`config.mk`:
```
export PLATFORM = sky130hd
export DESIGN_NAME = digit_serial_adder
export DESIGN_NICKNAME = d
export VERILOG_FILES = /design/src/rtl/arith_pkg.sv /design/src/rtl/FullAdder.sv /design/src/rtl/digit_ripple_adder.sv /design/src/rtl/digit_serial_adder.sv
export SDC_FILE = /design/constraint.sdc
export NUM_CORES = 1
export LEC_CHECK = 0
export BUFFER_PORTS_ARGS = -buffer_cell sky130_fd_sc_hd__buf_2
export CORE_MARGIN = 2
export CORE_UTILIZATION = 40
export CTS_CLUSTER_SIZE = 12
export DETAILED_ROUTE_END_ITERATION = 12
export GPL_ROUTABILITY_DRIVEN = 0
export HOLD_SLACK_MARGIN = 0.06
export PLACE_DENSITY_LB_ADDON = 0.05
export RECOVER_POWER = 25
export SYNTH_ARGS = -nofsm -noshare
export SYNTH_HDL_FRONTEND = slang
export SYNTH_HIERARCHICAL = 1
export SYNTH_SLANG_ARGS = --single-unit
```
`constraint.sdc`:
```
create_clock -name clk -period 3.1 [get_ports clk]
set_input_delay 0.155 -clock clk [delete_from_list [all_inputs] [get_ports clk]]
set_output_delay 0.155 -clock clk [all_outputs]
set_load 0.01 [all_outputs]
```
`src/rtl/arith_pkg.sv`:
```
// arith_pkg
//   Shared definitions for the arithmetic library: FSM state encodings and
//   an elaboration-time check on the digit-serial width/digit pairing.
//   No ports.
package arith_pkg;

  typedef enum logic [1:0] {
    ST_IDLE = 2'd0,
    ST_RUN  = 2'd1,
    ST_DONE = 2'd2
  } state_e;

  // Operand width must split into a whole number of non-empty digits.
  function automatic bit digit_cfg_ok(int width, int digit);
    return (digit >= 1) && (digit <= width) && ((width % digit) == 0);
  endfunction

endpackage

```
`src/rtl/FullAdder.sv`:
```
// FullAdder
//   One-bit full adder, the leaf cell of the digit ripple chain.
//   Ports: a, b, ci (inputs) -> s (sum), co (carry-out).
module FullAdder (
  input  logic a,
  input  logic b,
  input  logic ci,
  output logic s,
  output logic co
);

  assign s  = a ^ b ^ ci;
  assign co = (a & b) | (ci & (a ^ b));

endmodule

```
`src/rtl/digit_ripple_adder.sv`:
```
// digit_ripple_adder
//   Purely combinational DIGIT-bit ripple-carry adder built from FullAdder
//   cells; one digit of the serial datapath.
//   Ports: x, y (DIGIT-bit operands), ci (carry-in)
//          -> s (DIGIT-bit sum), co (carry-out of the top bit).
module digit_ripple_adder #(
  parameter int DIGIT = 4
) (
  input  logic [DIGIT-1:0] x,
  input  logic [DIGIT-1:0] y,
  input  logic             ci,
  output logic [DIGIT-1:0] s,
  output logic             co
);

  logic [DIGIT:0] c;

  assign c[0] = ci;

  for (genvar i = 0; i < DIGIT; i++) begin : g_fa
    FullAdder u_fa (
      .a  (x[i]),
      .b  (y[i]),
      .ci (c[i]),
      .s  (s[i]),
      .co (c[i+1])
    );
  end

  assign co = c[DIGIT];

endmodule

```
`src/rtl/digit_serial_adder.sv`:
```
// digit_serial_adder
//   Multi-cycle adder/subtractor that walks WIDTH-bit operands DIGIT bits
//   per clock through one digit_ripple_adder, carrying between digits in a
//   register. Operands in and results out over valid/ready handshakes; one
//   operation in flight at a time.
//
//   state   | meaning
//   --------+------------------------------------------------------------
//   IDLE    | in_ready=1, waiting for an operand bundle
//   RUN     | one digit per cycle, k = digit index, c = inter-digit carry
//   DONE    | out_valid=1, result and flags held until out_ready
//
//   Ports: clk, rst_n (async, active-low)
//          in_valid/in_ready, a, b, cin, sub   : operand side
//          out_valid/out_ready, sum, cout, ovf, zero : result side
module digit_serial_adder
  import arith_pkg::*;
#(
  parameter int WIDTH = 16,
  parameter int DIGIT = 4
) (
  input  logic             clk,
  input  logic             rst_n,
  input  logic             in_valid,
  output logic             in_ready,
  input  logic [WIDTH-1:0] a,
  input  logic [WIDTH-1:0] b,
  input  logic             cin,
  input  logic             sub,
  output logic             out_valid,
  input  logic             out_ready,
  output logic [WIDTH-1:0] sum,
  output logic             cout,
  output logic             ovf,
  output logic             zero
);

  localparam int NDIG = WIDTH / DIGIT;
  localparam int KW   = $clog2(NDIG + 1);
  localparam int MSB  = WIDTH - 1;
  localparam logic [WIDTH-1:0] DIG_MASK = WIDTH'({DIGIT{1'b1}});

  if (!digit_cfg_ok(WIDTH, DIGIT)) begin : g_bad_cfg
    $error("digit_serial_adder: WIDTH must be a multiple of DIGIT and DIGIT >= 1");
  end

  state_e           state_q;
  logic [KW-1:0]    k_q;
  logic [WIDTH-1:0] a_q;
  logic [WIDTH-1:0] b_q;       // already inverted for subtract
  logic             c_q;
  logic [WIDTH-1:0] sum_q;
  logic             in_ready_q;
  logic             out_valid_q;

  logic [31:0]      base_d;
  logic [DIGIT-1:0] dig_a_d;
  logic [DIGIT-1:0] dig_b_d;
  logic [DIGIT-1:0] dig_s_d;
  logic             dig_co_d;
  logic [WIDTH-1:0] sum_d;
  logic             last_dig_d;

  // Digit selection by shifting keeps the index arithmetic width-clean for
  // every WIDTH/DIGIT pairing, including the single-digit case.
  assign base_d  = 32'(k_q) * 32'(DIGIT);
  assign dig_a_d = DIGIT'(a_q >> base_d);
  assign dig_b_d = DIGIT'(b_q >> base_d);
  assign sum_d   = (sum_q & ~(DIG_MASK << base_d)) | (WIDTH'(dig_s_d) << base_d);
  assign last_dig_d = (k_q == KW'(NDIG - 1));

  digit_ripple_adder #(
    .DIGIT (DIGIT)
  ) u_ripple (
    .x  (dig_a_d),
    .y  (dig_b_d),
    .ci (c_q),
    .s  (dig_s_d),
    .co (dig_co_d)
  );

  always_ff @(posedge clk or negedge rst_n) begin
    if (!rst_n) begin
      state_q     <= ST_IDLE;
      k_q         <= '0;
      a_q         <= '0;
      b_q         <= '0;
      c_q         <= 1'b0;
      sum_q       <= '0;
      in_ready_q  <= 1'b1;
      out_valid_q <= 1'b0;
    end else begin
      case (state_q)
        ST_IDLE: begin
          if (in_valid && in_ready_q) begin
            a_q        <= a;
            b_q        <= sub ? ~b : b;
            // Inverted borrow-in as carry-in: a + ~b + ~cin = a - b - cin.
            c_q        <= sub ? ~cin : cin;
            k_q        <= '0;
            state_q    <= ST_RUN;
            in_ready_q <= 1'b0;
          end
        end
        ST_RUN: begin
          sum_q <= sum_d;
          c_q   <= dig_co_d;
          k_q   <= k_q + KW'(1);
          if (last_dig_d) begin
            state_q     <= ST_DONE;
            out_valid_q <= 1'b1;
          end
        end
        ST_DONE: begin
          if (out_ready) begin
            state_q     <= ST_IDLE;
            out_valid_q <= 1'b0;
            in_ready_q  <= 1'b1;
          end
        end
        default: begin
          state_q     <= ST_IDLE;
          out_valid_q <= 1'b0;
          in_ready_q  <= 1'b1;
        end
      endcase
    end
  end

  assign in_ready  = in_ready_q;
  assign out_valid = out_valid_q;
  assign sum       = sum_q;
  assign cout      = c_q;
  assign ovf       = (a_q[MSB] == b_q[MSB]) && (sum_q[MSB] != a_q[MSB]);
  assign zero      = ~|sum_q;

endmodule
```
==> flow_summary.json <==
{
  "yosysSeqAreaShare_pct": 52.0,
  "syn-num-nets": 263,
  "worstMarginPinSlew_ns": 1.77,
  "synth-seq-cells": 56,
  "grt_max_degree": 55,
  "clock_path_buffers": 2,
  "portBuffers": 58,
  "cp.arrival_ns": 3.20,
  "worstPathMaxFanout": 4,
  "first_iter_violations": 75,
  "syn_area_mm2": 0.00270,
  "drc": 0,
  "die-area_mm2": 0.00742,
  "max_freq_mhz": 334,
  "critPathMaxStageDelay_ns": 0.49,
  "period_minus_slack_ns": 2.99,
  "ys_types": 32,
  "cellLeakagePower_nw": 1.43,
  "p_clk_share_pct": 12.5,
  "synthSimpleGateAreaFrac_pct": 10.1,
  "grt_pass1_vias": 1843,
  "grt.total_usage_pct": 16.0,
  "pwr_density_cell_mw_per_mm2": 1040,
  "cp.required_ns": 3.31,
  "wl_per_cell_um": 15.4,
  "cts_root_buf": "clkbuf_8",
  "cts_htree_levels": 2,
  "skew_ns": 0.00744,
  "cp_slowest_cell": "mux4_2",
  "tns_ns": 0,
  "worstHoldPathCells": 2,
  "pwr-share-seq_pct": 39.9,
  "initial_core_util_pct": 42.0,
  "drv_slew": 34,
  "numCtsBuffers": 5,
  "hold_end": "a_q[15]",
  "postRouteAntennaNets": 0,
  "layout-drive-gt1-share_pct": 31.1,
  "reg2reg_depth": 7,
  "syn_area_per_cell_um2": 12.5,
  "placed_area_mm2": 0.00308,
  "row_count": 29,
  "hpwlAfterDp_um": 4050,
  "final-hold-violation-count": 0,
  "synth_compound_area_share_pct": 10.7,
  "synth-adder-area-share_pct": 5.29,
  "synthXorXnorAreaFrac_pct": 5.52,
  "core_mm2": 0.00642,
  "power_frac_comb_pct": 47.6,
  "clkSlewWorstSetupHoldPaths_ns": 0.10,
  "gr-total-overflow": 0,
  "crit_type": "register to register",
  "die_h_um": 86.1,
  "cp-start-kind": "register",
  "ir_drop_mv": 0.508,
  "setup_viol": 0,
  "period_share_pct": 96.5,
  "cts_tree": "yes",
  "nFillCells": 620,
  "synthCells": 216,
  "p_switching_mw": 1.25,
  "violations": "capacitance limit, slew limit",
  "fin_util_pct": 49.4,
  "grt_pass1_wl_um": 9290,
  "first_pass_iters": 4,
  "r2r_setup_slack_ns": 0.11,
  "path_common_cell": "fa_2",
  "synthMuxAreaShare_pct": 13.4,
  "cts_sinks": 56,
  "via_count": 1845,
  "clk_latency_ns": 0.31,
  "r2r_end": "sum[7]",
  "rsz0062_at_grt": "false",
  "status": "finished, violations left",
  "reg2reg_from": "k_q[0]",
  "diodes": 0,
  "layout.nets": 326,
  "internal-power_mw": 2.05,
  "drv_cap": 1,
  "cp-end-kind": "register",
  "antenna_found_initial": 0,
  "swShare_pct": 37.8,
  "area_delta_synth_final_pct": 17.7,
  "die_x_um": 86.1,
  "timing.slew.headroom_pct": -18.2,
  "stdcell_area_mm2": 0.00318,
  "yosysWarnings": 6,
  "hold_class": "input pin to register",
  "hp-start": "a[15]",
  "crit_path_cell_trace": "mux4_2 -> and2_1 -> fa_2 -> fa_2 -> fa_2 -> fa_2 -> a22o_1",
  "routed_wl_um": 5510,
  "io_pins": 59,
  "viasPerCell": 5.17,
  "synth_top_family_by_area": "multiplexers"
}
-- synth_stat cells --
| cell type | n | area share (%) |
|---|---|---|
| and3_1 | 4 | 0.93 |
| fa_1 | 4 | 3.0 |
| nor2_1 | 20 | 2.8 |
| a21oi_1 | 18 | 3.3 |
| mux2_2 | 16 | 6.7 |
| ha_1 | 5 | 2.3 |
| nor3_1 | 1 | 0.19 |
| o21ai_0 | 3 | 0.56 |
| o31ai_1 | 1 | 0.28 |
| clkbuf_1 | 1 | 0.14 |
| dfstp_2 | 1 | 0.97 |
| o22a_1 | 1 | 0.32 |
| o22ai_1 | 1 | 0.23 |
| a211oi_2 | 1 | 0.46 |
| nor4bb_1 | 1 | 0.37 |
| inv_1 | 4 | 0.56 |
| nand2b_1 | 1 | 0.23 |
| and4_1 | 1 | 0.32 |
| nor3b_2 | 1 | 0.46 |
| nor4_1 | 4 | 0.93 |
| nand2_1 | 11 | 1.5 |
| buf_2 | 4 | 0.74 |
| and2_1 | 8 | 1.9 |
| mux4_2 | 8 | 6.7 |
| xnor2_1 | 17 | 5.5 |
| or3_1 | 1 | 0.23 |
| buf_6 | 2 | 0.83 |
| a22o_1 | 16 | 5.2 |
| dfrtp_1 | 55 | 51 |
| o21bai_1 | 1 | 0.28 |
| nor2b_1 | 1 | 0.23 |
| buf_4 | 3 | 0.83 |
-- logic make-up (layout without fill, tap and decap cells) --
| family | count (synthesis) | in the layout |
|---|---|---|
| DFF | 56 | 56 |
| and+or+nand+nor | 54 | 54 |
| AOI/OAI and AO/OA | 42 | 42 |
| muxes | 24 | 24 |
| xor gates and xnor gates | 17 | 17 |
| buffers and inverters | 14 | 78 |
| adders and majority gates | 9 | 9 |
-- worst max-delay path by stage --
stage / start / to / cells past startpoint
global route: k_q[0] / sum[7] / 7
finish: k_q[0] / sum[7] / 7
floorplan: k_q[0] / sum[11] / 7
CTS: k_q[0] / sum[7] / 7
global placement: k_q[0] / sum[11] / 7
detailed placement: k_q[0] / sum[3] / 7
-- state kept, by name (all words and copies together), names as in the netlist --
register   count
sum           16
in_ready       1
out_valid      1
a_q           16
k_q            3
b_q           16
state_q        2
cout           1
-- per-stage QoR --
stage / power, mW / setup WS [ns] / std cells / hold slack, ns
floorplan: 2.35 / 0.00496 / 216 / -0.141
global placement: 2.88 / -0.0577 / 347 / 0.271
detailed placement: 2.90 / -0.0875 / 347 / 0.264
CTS: 3.33 / 0.0119 / 357 / 0.0685
global route: 3.57 / 0.00527 / 357 / 0.0625
finish: 3.30 / 0.108 / 357 / 0.0754
-- cell usage in the layout, fill, tap and decap left out, drive strengths merged, types with 3 or more instances in the layout --
cell type  netlist  final
nor2            20     20
a21oi           18     18
buf              9     47
nand2           11     11
inv              4      4
and3             4      4
dfrtp           55     55
mux4             8      8
a22o            16     16
clkbuf           1     25
and2             8      8
nor4             4      4
o21ai            3      3
mux2            16     16
xnor2           17     17
ha               5      5
fa               4      4
-- metal layers --
layer	vias to the layer above	track usage, %	wire, um
li1	891	-	-
met2	53	24.7	2550
met3	5	3.08	278
met1	896	23.3	2650
met5	-	0	0
met4	0	3.90	42
-- cell type report --
| cell class | instances | area [um^2] | area share [%] |
|---|---|---|---|
| clock inverters | 1 | 7.51 | 0.236 |
| multi-input cells | 146 | 1240 | 38.9 |
| repair buffers | 66 | 330 | 10.4 |
| flip-flops and latches | 56 | 1400 | 44.2 |
| inverters | 4 | 15.0 | 0.473 |
| well taps | 77 | 96.3 | 3.03 |
| clock buffers | 7 | 86.3 | 2.72 |
-- critical path: cells and delay by family (launching register included) --
kind | cells | cell delay, ns
AO/OA/AOI/OAI | 1 | 0.22
adder cells (fa/ha/maj) | 4 | 1.58
flip-flops | 1 | 0.41
multiplexers | 1 | 0.49
AND/OR/NAND/NOR | 1 | 0.19
-- repair_timing --
action                                  in CTS  in global routing
resized for setup                            1                  3
pin swaps                                    1                  1
cloned                                       0                  0
endpoints found under the setup margin       4                  5
hold buffers                                 1                  0
setup buffers                                1                  0
endpoints found under the hold margin       31                  0
-- power groups by stage --
stage	Clock, mW	Sequential (mW)	Combinational (mW)
after floorplan	0	1.30	1.05
after global placement	0	1.32	1.56
after detailed placement	0	1.33	1.56
after CTS	0.428	1.31	1.59
after global routing	0.462	1.37	1.74
final	0.412	1.32	1.57
(Power assumes the default switching activity.)
